===== src/rtl/logic_unit_pkg.sv =====
// Shared definitions for the logic-unit command initiator: op codes, FSM states
// and the golden model used when LOGIC_UNIT_SEQ_CHECK_EN is defined.
package logic_unit_pkg;

  localparam logic [1:0] OP_OR  = 2'b00;
  localparam logic [1:0] OP_XOR = 2'b01;
  localparam logic [1:0] OP_AND = 2'b10;
  localparam logic [1:0] OP_NOT = 2'b11;

  typedef enum logic [1:0] {
    ST_IDLE  = 2'd0,
    ST_DRIVE = 2'd1,
    ST_RESP  = 2'd2
  } state_t;

  // Widest operand the golden model handles; callers truncate to their width.
  localparam int GOLD_W = 64;

  function automatic logic [GOLD_W-1:0] lu_golden(input logic [GOLD_W-1:0] a,
                                                  input logic [GOLD_W-1:0] b,
                                                  input logic [1:0]        op);
    case (op)
      OP_OR:   return a | b;
      OP_XOR:  return a ^ b;
      OP_AND:  return a & b;
      default: return ~a;
    endcase
  endfunction

endpackage


===== src/rtl/logic_unit_seq_if.sv =====
// Command / logic-unit / response bundle for logic_unit_seq.
// slave is the initiator block itself; master is its environment.
interface logic_unit_seq_if #(
  parameter int data_size    = 8,
  parameter int op_code_size = 2
);
  logic                    cmd_valid_in;
  logic                    cmd_ready_out;
  logic [data_size-1:0]    cmd_a_in;
  logic [data_size-1:0]    cmd_b_in;
  logic [op_code_size-1:0] cmd_op_in;
  logic [data_size-1:0]    lu_a_out;
  logic [data_size-1:0]    lu_b_out;
  logic [op_code_size-1:0] lu_op_out;
  logic [data_size-1:0]    lu_result_in;
  logic                    rsp_valid_out;
  logic                    rsp_ready_in;
  logic [data_size-1:0]    rsp_data_out;
  logic [op_code_size-1:0] rsp_op_out;
  logic                    err_out;

  modport slave (
    input  cmd_valid_in, cmd_a_in, cmd_b_in, cmd_op_in, lu_result_in, rsp_ready_in,
    output cmd_ready_out, lu_a_out, lu_b_out, lu_op_out,
           rsp_valid_out, rsp_data_out, rsp_op_out, err_out
  );

  modport master (
    output cmd_valid_in, cmd_a_in, cmd_b_in, cmd_op_in, lu_result_in, rsp_ready_in,
    input  cmd_ready_out, lu_a_out, lu_b_out, lu_op_out,
           rsp_valid_out, rsp_data_out, rsp_op_out, err_out
  );

endinterface


===== src/rtl/logic_unit_seq_fifo.sv =====
// Synchronous command FIFO; depth must be a power of two so the pointers wrap
// by natural overflow.
module logic_unit_seq_fifo #(
  parameter int width = 18,
  parameter int depth = 4
) (
  input  logic             clk,
  input  logic             rst,
  input  logic             push,
  input  logic             pop,
  input  logic [width-1:0] wdata,
  output logic [width-1:0] rdata,
  output logic             full,
  output logic             empty
);
  localparam int AW = $clog2(depth);

  logic [width-1:0] mem [depth];
  logic [AW-1:0]    wr_ptr, rd_ptr;
  logic [AW:0]      count;
  logic             push_ok, pop_ok;

  assign full    = (count == (AW+1)'(depth));
  assign empty   = (count == '0);
  assign push_ok = push && !full;
  assign pop_ok  = pop && !empty;
  assign rdata   = mem[rd_ptr];

  // Storage is not reset: clearing the pointers discards every entry.
  always_ff @(posedge clk) begin
    if (push_ok) mem[wr_ptr] <= wdata;
  end

  always_ff @(posedge clk) begin
    if (rst) begin
      wr_ptr <= '0;
      rd_ptr <= '0;
      count  <= '0;
    end else begin
      if (push_ok) wr_ptr <= wr_ptr + 1'b1;
      if (pop_ok)  rd_ptr <= rd_ptr + 1'b1;
      case ({push_ok, pop_ok})
        2'b10:   count <= count + 1'b1;
        2'b01:   count <= count - 1'b1;
        default: count <= count;
      endcase
    end
  end

endmodule


===== src/rtl/logic_unit_seq.sv =====
// Registered, flow-controlled initiator for the combinational logic unit.
// Optional result self-check: define LOGIC_UNIT_SEQ_CHECK_EN to enable err_out.
module logic_unit_seq
  import logic_unit_pkg::*;
#(
  parameter int data_size    = 8,
  parameter int op_code_size = 2,
  parameter int depth        = 4
) (
  input logic              clk,
  input logic              rst,
  logic_unit_seq_if.slave  bus
);
  localparam int CW = 2*data_size + op_code_size;

  state_t                  state, state_nxt;
  logic                    push, pop, capture, release_rsp;
  logic                    full, empty;
  logic [CW-1:0]           wdata, rdata;
  logic [data_size-1:0]    lu_a, lu_b, rsp_data;
  logic [op_code_size-1:0] lu_op, rsp_op;
  logic                    rsp_valid, err;

  // Ready is gated by rst so nothing is accepted during the reset cycle.
  assign bus.cmd_ready_out = !full && !rst;
  assign push              = bus.cmd_valid_in && bus.cmd_ready_out;
  assign wdata             = {bus.cmd_a_in, bus.cmd_b_in, bus.cmd_op_in};

  logic_unit_seq_fifo #(
    .width (CW),
    .depth (depth)
  ) u_fifo (
    .clk   (clk),
    .rst   (rst),
    .push  (push),
    .pop   (pop),
    .wdata (wdata),
    .rdata (rdata),
    .full  (full),
    .empty (empty)
  );

  always_ff @(posedge clk) begin
    if (rst) state <= ST_IDLE;
    else     state <= state_nxt;
  end

  always_comb begin
    state_nxt   = state;
    pop         = 1'b0;
    capture     = 1'b0;
    release_rsp = 1'b0;
    case (state)
      ST_IDLE: begin
        if (!empty) begin
          pop       = 1'b1;
          state_nxt = ST_DRIVE;
        end
      end
      ST_DRIVE: begin
        capture   = 1'b1;
        state_nxt = ST_RESP;
      end
      ST_RESP: begin
        if (rsp_valid && bus.rsp_ready_in) begin
          release_rsp = 1'b1;
          if (!empty) begin
            pop       = 1'b1;
            state_nxt = ST_DRIVE;
          end else begin
            state_nxt = ST_IDLE;
          end
        end
      end
      default: state_nxt = ST_IDLE;
    endcase
  end

  // Logic-unit inputs keep the last command once it completes.
  always_ff @(posedge clk) begin
    if (rst) begin
      lu_a      <= '0;
      lu_b      <= '0;
      lu_op     <= '0;
      rsp_data  <= '0;
      rsp_op    <= '0;
      rsp_valid <= 1'b0;
    end else begin
      if (pop) {lu_a, lu_b, lu_op} <= rdata;
      if (capture) begin
        rsp_data  <= bus.lu_result_in;
        rsp_op    <= lu_op;
        rsp_valid <= 1'b1;
      end else if (release_rsp) begin
        rsp_valid <= 1'b0;
      end
    end
  end

`ifdef LOGIC_UNIT_SEQ_CHECK_EN
  logic [data_size-1:0] expect_res;

  assign expect_res = data_size'(lu_golden(GOLD_W'(lu_a), GOLD_W'(lu_b), 2'(lu_op)));

  always_ff @(posedge clk) begin
    if (rst)                                           err <= 1'b0;
    else if (capture && bus.lu_result_in != expect_res) err <= 1'b1;
  end
`else
  assign err = 1'b0;
`endif

  assign bus.lu_a_out      = lu_a;
  assign bus.lu_b_out      = lu_b;
  assign bus.lu_op_out     = lu_op;
  assign bus.rsp_valid_out = rsp_valid;
  assign bus.rsp_data_out  = rsp_data;
  assign bus.rsp_op_out    = rsp_op;
  assign bus.err_out       = err;

endmodule


===== src/flat_wrapper.sv =====
// flat-port wrapper written by rule: the top's interface ports become plain ports
module logic_unit_seq_flat import logic_unit_pkg::*;
#(
  parameter int data_size    = 8,
  parameter int op_code_size = 2,
  parameter int depth        = 4
)
  (clk, rst, bus_cmd_valid_in, bus_cmd_a_in, bus_cmd_b_in, bus_cmd_op_in, bus_lu_result_in, bus_rsp_ready_in, bus_cmd_ready_out, bus_lu_a_out, bus_lu_b_out, bus_lu_op_out, bus_rsp_valid_out, bus_rsp_data_out, bus_rsp_op_out, bus_err_out);
  logic_unit_seq_if #(.data_size(data_size), .op_code_size(op_code_size)) bus_i ();
  input logic clk;
  input logic rst;
  input wire logic [$bits(bus_i.cmd_valid_in)-1:0] bus_cmd_valid_in;
  input wire logic [$bits(bus_i.cmd_a_in)-1:0] bus_cmd_a_in;
  input wire logic [$bits(bus_i.cmd_b_in)-1:0] bus_cmd_b_in;
  input wire logic [$bits(bus_i.cmd_op_in)-1:0] bus_cmd_op_in;
  input wire logic [$bits(bus_i.lu_result_in)-1:0] bus_lu_result_in;
  input wire logic [$bits(bus_i.rsp_ready_in)-1:0] bus_rsp_ready_in;
  output wire logic [$bits(bus_i.cmd_ready_out)-1:0] bus_cmd_ready_out;
  output wire logic [$bits(bus_i.lu_a_out)-1:0] bus_lu_a_out;
  output wire logic [$bits(bus_i.lu_b_out)-1:0] bus_lu_b_out;
  output wire logic [$bits(bus_i.lu_op_out)-1:0] bus_lu_op_out;
  output wire logic [$bits(bus_i.rsp_valid_out)-1:0] bus_rsp_valid_out;
  output wire logic [$bits(bus_i.rsp_data_out)-1:0] bus_rsp_data_out;
  output wire logic [$bits(bus_i.rsp_op_out)-1:0] bus_rsp_op_out;
  output wire logic [$bits(bus_i.err_out)-1:0] bus_err_out;
  assign bus_i.cmd_valid_in = bus_cmd_valid_in;
  assign bus_i.cmd_a_in = bus_cmd_a_in;
  assign bus_i.cmd_b_in = bus_cmd_b_in;
  assign bus_i.cmd_op_in = bus_cmd_op_in;
  assign bus_i.lu_result_in = bus_lu_result_in;
  assign bus_i.rsp_ready_in = bus_rsp_ready_in;
  assign bus_cmd_ready_out = bus_i.cmd_ready_out;
  assign bus_lu_a_out = bus_i.lu_a_out;
  assign bus_lu_b_out = bus_i.lu_b_out;
  assign bus_lu_op_out = bus_i.lu_op_out;
  assign bus_rsp_valid_out = bus_i.rsp_valid_out;
  assign bus_rsp_data_out = bus_i.rsp_data_out;
  assign bus_rsp_op_out = bus_i.rsp_op_out;
  assign bus_err_out = bus_i.err_out;
  logic_unit_seq #(.data_size(data_size), .op_code_size(op_code_size), .depth(depth)) u_core (.clk(clk), .rst(rst), .bus(bus_i));
endmodule

===== config.mk =====
export PLATFORM = sky130hd
export DESIGN_NAME = logic_unit_seq_flat
export DESIGN_NICKNAME = d
export VERILOG_FILES = /design/src/rtl/logic_unit_pkg.sv /design/src/rtl/logic_unit_seq_if.sv /design/src/rtl/logic_unit_seq_fifo.sv /design/src/rtl/logic_unit_seq.sv /design/src/flat_wrapper.sv
export SDC_FILE = /design/constraint.sdc
export NUM_CORES = 1
export LEC_CHECK = 0
export CAP_MARGIN = 20
export CELL_PAD_IN_SITES_DETAIL_PLACEMENT = 1
export CELL_PAD_IN_SITES_GLOBAL_PLACEMENT = 2
export CORE_MARGIN = 4
export CORE_UTILIZATION = 35
export DETAILED_ROUTE_END_ITERATION = 10
export GPL_TIMING_DRIVEN = 0
export HOLD_SLACK_MARGIN = 0.06
export PLACE_DENSITY_LB_ADDON = 0.1
export SYNTH_ARGS = -nofsm -noshare
export SYNTH_HDL_FRONTEND = slang
export SYNTH_SLANG_ARGS = --single-unit

===== constraint.sdc =====
create_clock -name clk -period 2.2 [get_ports clk]
set_input_delay 0.55 -clock clk [delete_from_list [all_inputs] [get_ports clk]]
set_output_delay 0.55 -clock clk [all_outputs]
set_load 0.05 [all_outputs]

==> impl_metrics.json <==
{
  "crit_type": "input pin to flip-flop",
  "drive_gt1_frac": 0.1545,
  "dpl-instance-area_mm2": 0.005140,
  "yosysSeqAreaShare": 0.6738,
  "vias": 2668,
  "total_power_w": 0.006915,
  "busiest_layer": "met2",
  "grt_pass1_wl_mm": 15.47,
  "cts_made_buffers": 9,
  "worst_pin_slew_ns": 0.6540,
  "finalSetupViolations": 0,
  "place.port_buffers": 59,
  "synthDistinctLibCells": 37,
  "htreeDepth": 3,
  "hold_viol": 0,
  "yosys_warnings": 0,
  "holdPathStages": 2,
  "grt_util_met1": 0.1798,
  "crit_path_top_delay_cell": "fa_1",
  "synth.avg_cell_area_um2": 14.96,
  "placeableCoreArea_mm2": 0.01206,
  "clockBufferDepth": 2,
  "synth_seq_cells": 110,
  "num_rows": 40,
  "synthesis.area_mm2": 0.004338,
  "route.detailed.wl_per_inst_um": 18.08,
  "synth.net_count": 326,
  "antenna_found_initial": 0,
  "max_freq_mhz": 475.0,
  "fin_crit_ns": 2.105,
  "crit_required_ns": 2.48,
  "die_x_um": 119.3,
  "cp_num_buf_inv": 2,
  "setup_tns_ns": 0,
  "fillers": 1217,
  "layout_commonest_cell": "edfxtp_1",
  "area_growth_pct": 26.22,
  "cp_max_fo": 5,
  "status": "finished, final reports clean",
  "period_share": 0.9569,
  "postRouteAntennaNets": 0,
  "p_leak_nw": 1.830,
  "startpoint_type": "input pin",
  "final_nets": 400,
  "final_cell_mix": "edfxtp_1, clkdlybuf4s50_1, dfxtp_1, a21oi_1, nand2_1",
  "die_area_mm2": 0.01424,
  "worst_path_largest_cell_delay_ns": 0.37,
  "diodes": 0,
  "dpl.cell_count": 517,
  "grt_pass1_vias": 2843,
  "grtUsageMet2": 0.2317,
  "drc": 0,
  "cp-end-kind": "flip-flop",
  "hold_class": "flip-flop to flip-flop",
  "p_per_area_mw_per_mm2": 1263,
  "via_per_inst": 4.968,
  "grt.total_usage": 0.1425,
  "slew_viol_final": 0,
  "die_y_um": 119.3,
  "drv_cap": 0,
  "cts.sinks": 110,
  "place_hpwl_mm": 6.550,
  "ir_drop_v": 0.0005885,
  "grt_max_degree": 19,
  "postLayoutCellArea_mm2": 0.005475,
  "clkTransAtPathRegs_ns": 0.07,
  "syn-instance-count": 290,
  "gp_congestion": 0.7136,
  "cpLargestDelayFamily": "adder cells",
  "final_cells": 537,
  "grt_use_met3": 0.03371,
  "worstPathArrival_ns": 2.38,
  "multiInputGateArea_mm2": 0.001295,
  "relSlewSlack": 0.5640,
  "clock_skew_ns": 0.007117,
  "cts_tree": "yes",
  "initialDrtViolationCount": 62,
  "insertion_delay_ns": 0.35,
  "start_util": 0.3596,
  "root_buffer": "clkbuf_16",
  "hold_ws_ns": 0.4512,
  "rr_worst_depth": 8,
  "grt_overflow": 0,
  "finalWirelength_mm": 9.710,
  "path_cells": "dlygate4sd2_1, a21boi_2, nor3_2, ha_2, inv_1, fa_1, xor2_1, or3_1, a21oi_1",
  "ioPinCount": 61,
  "seqCellArea_mm2": 0.002929,
  "path_depth": 9,
  "drt_pass1_iterations": 4
}
[kinds of logic after synthesis]
family / count (synthesis) / synth area share
buf+inv: 31 / 0.03461
fa+ha+maj: 6 / 0.01904
xor+xnor: 2 / 0.004039
compound gates: 58 / 0.08336
simple gates: 62 / 0.07471
mux: 20 / 0.1096
flops: 110 / 0.6738
other cells: 1 / 0.0008645
[layer usage]
layer	part of all wire	wire length, µm
met3	0.041	400
met1	0.46	4486
met4	0.019	186
met5	0	0
met2	0.48	4636
[final cells by class]
class                           count  area share
Inverter                            8    0.005484
Clock inverter                      5    0.005942
Multi-Input combinational cell    149      0.2365
Clock buffer                       11     0.04250
Timing Repair Buffer               63      0.1117
Buffer                             23     0.02445
Tap cell                          168     0.03839
Sequential cell                   110      0.5350
[per-stage QoR]
stage / setup WS, ns / utilization
3_5_place_dp: -1.290 / 0.4261
2_1_floorplan: 0.04084 / -
6_report: 0.09477 / 0.4539
4_1_cts: 0.04406 / 0.4516
5_1_grt: -0.006331 / 0.4539
3_3_place_gp: -1.317 / 0.4261
[path summary, 6_finish.rpt]
check	start	endpoint	slack, ns
worst max register to register	u_core.state[1]$_SDFFE_PP0P_	u_core.u_fifo.count[2]$_SDFFE_PP0P_	0.13
worst max-delay path	bus_rsp_ready_in	u_core.u_fifo.count[2]$_SDFFE_PP0P_	0.09
worst min register to register	u_core.bus.rsp_data_out[3]$_SDFFE_PP0P_	u_core.bus.rsp_data_out[3]$_SDFFE_PP0P_	0.45
worst min-delay path	u_core.bus.rsp_data_out[3]$_SDFFE_PP0P_	u_core.bus.rsp_data_out[3]$_SDFFE_PP0P_	0.45
[sequential cells by signal, indices dropped and copies added, names as in the netlist]
| signal | count |
|---|---|
| u_core.bus.rsp_valid_out | 1 |
| u_core.u_fifo.mem | 72 |
| u_core.bus.lu_a_out | 8 |
| u_core.bus.rsp_op_out | 2 |
| u_core.bus.lu_b_out | 8 |
| u_core.u_fifo.wr_ptr | 2 |
| u_core.bus.rsp_data_out | 8 |
| u_core.u_fifo.count | 3 |
| u_core.u_fifo.rd_ptr | 2 |
| u_core.bus.lu_op_out | 2 |
| u_core.state | 2 |
[tightest hold or removal path, delay by kind of cell, from the launching register on]
family | cells | cell delay (ns)
flops | 1 | 0.31
compound gates | 1 | 0.05
simple gates | 1 | 0.05
[synth_stat cells]
master | instances | area (µm²)
nand2b_1 | 3 | 18.77
o21ai_0 | 2 | 10.01
inv_1 | 7 | 26.28
clkbuf_1 | 5 | 18.77
buf_1 | 3 | 11.26
a21oi_1 | 31 | 155.2
nand2_1 | 20 | 75.07
mux2_2 | 1 | 11.26
and2_1 | 4 | 25.02
nor2b_1 | 1 | 6.260
edfxtp_1 | 72 | 2162
nor4_1 | 1 | 6.260
a31o_2 | 1 | 8.760
dfxtp_1 | 38 | 760.7
nor3b_1 | 1 | 7.510
nand4_1 | 18 | 112.6
a211oi_1 | 2 | 15.01
mux4_2 | 5 | 112.6
mux4_1 | 13 | 341.6
conb_1 | 1 | 3.750
or4_1 | 1 | 7.510
buf_2 | 12 | 60.06
or3_1 | 2 | 12.51
nor3b_2 | 1 | 12.51
buf_4 | 1 | 7.510
nor3_1 | 2 | 10.01
a21boi_2 | 1 | 11.26
clkinv_1 | 1 | 3.750
ha_1 | 5 | 62.56
a21bo_2 | 1 | 10.01
buf_6 | 2 | 22.52
mux2i_1 | 1 | 10.01
fa_1 | 1 | 20.02
nor2_1 | 8 | 30.03
xor2_1 | 2 | 17.52
a41oi_1 | 1 | 8.760
o31ai_1 | 19 | 142.6
[where the power goes]
part / internal, W / total, W / switching, W
combinational: 0.000991 / 0.00269 / 0.00170
sequential: 0.00254 / 0.00274 / 0.000200
clock: 0.000770 / 0.00149 / 0.000717
[timing repair]
| action | 4_1_cts | 5_1_grt |
|---|---|---|
| gates resized for setup | 20 | 8 |
| hold buffers | 0 | 0 |
| endpoints found under the hold margin | 0 | 0 |
| pin swaps | 2 | 3 |
| buffers inserted | 2 | 2 |
| setup endpoints to repair | 75 | 1 |
Note: power is estimated with default switching activity, not from simulation.
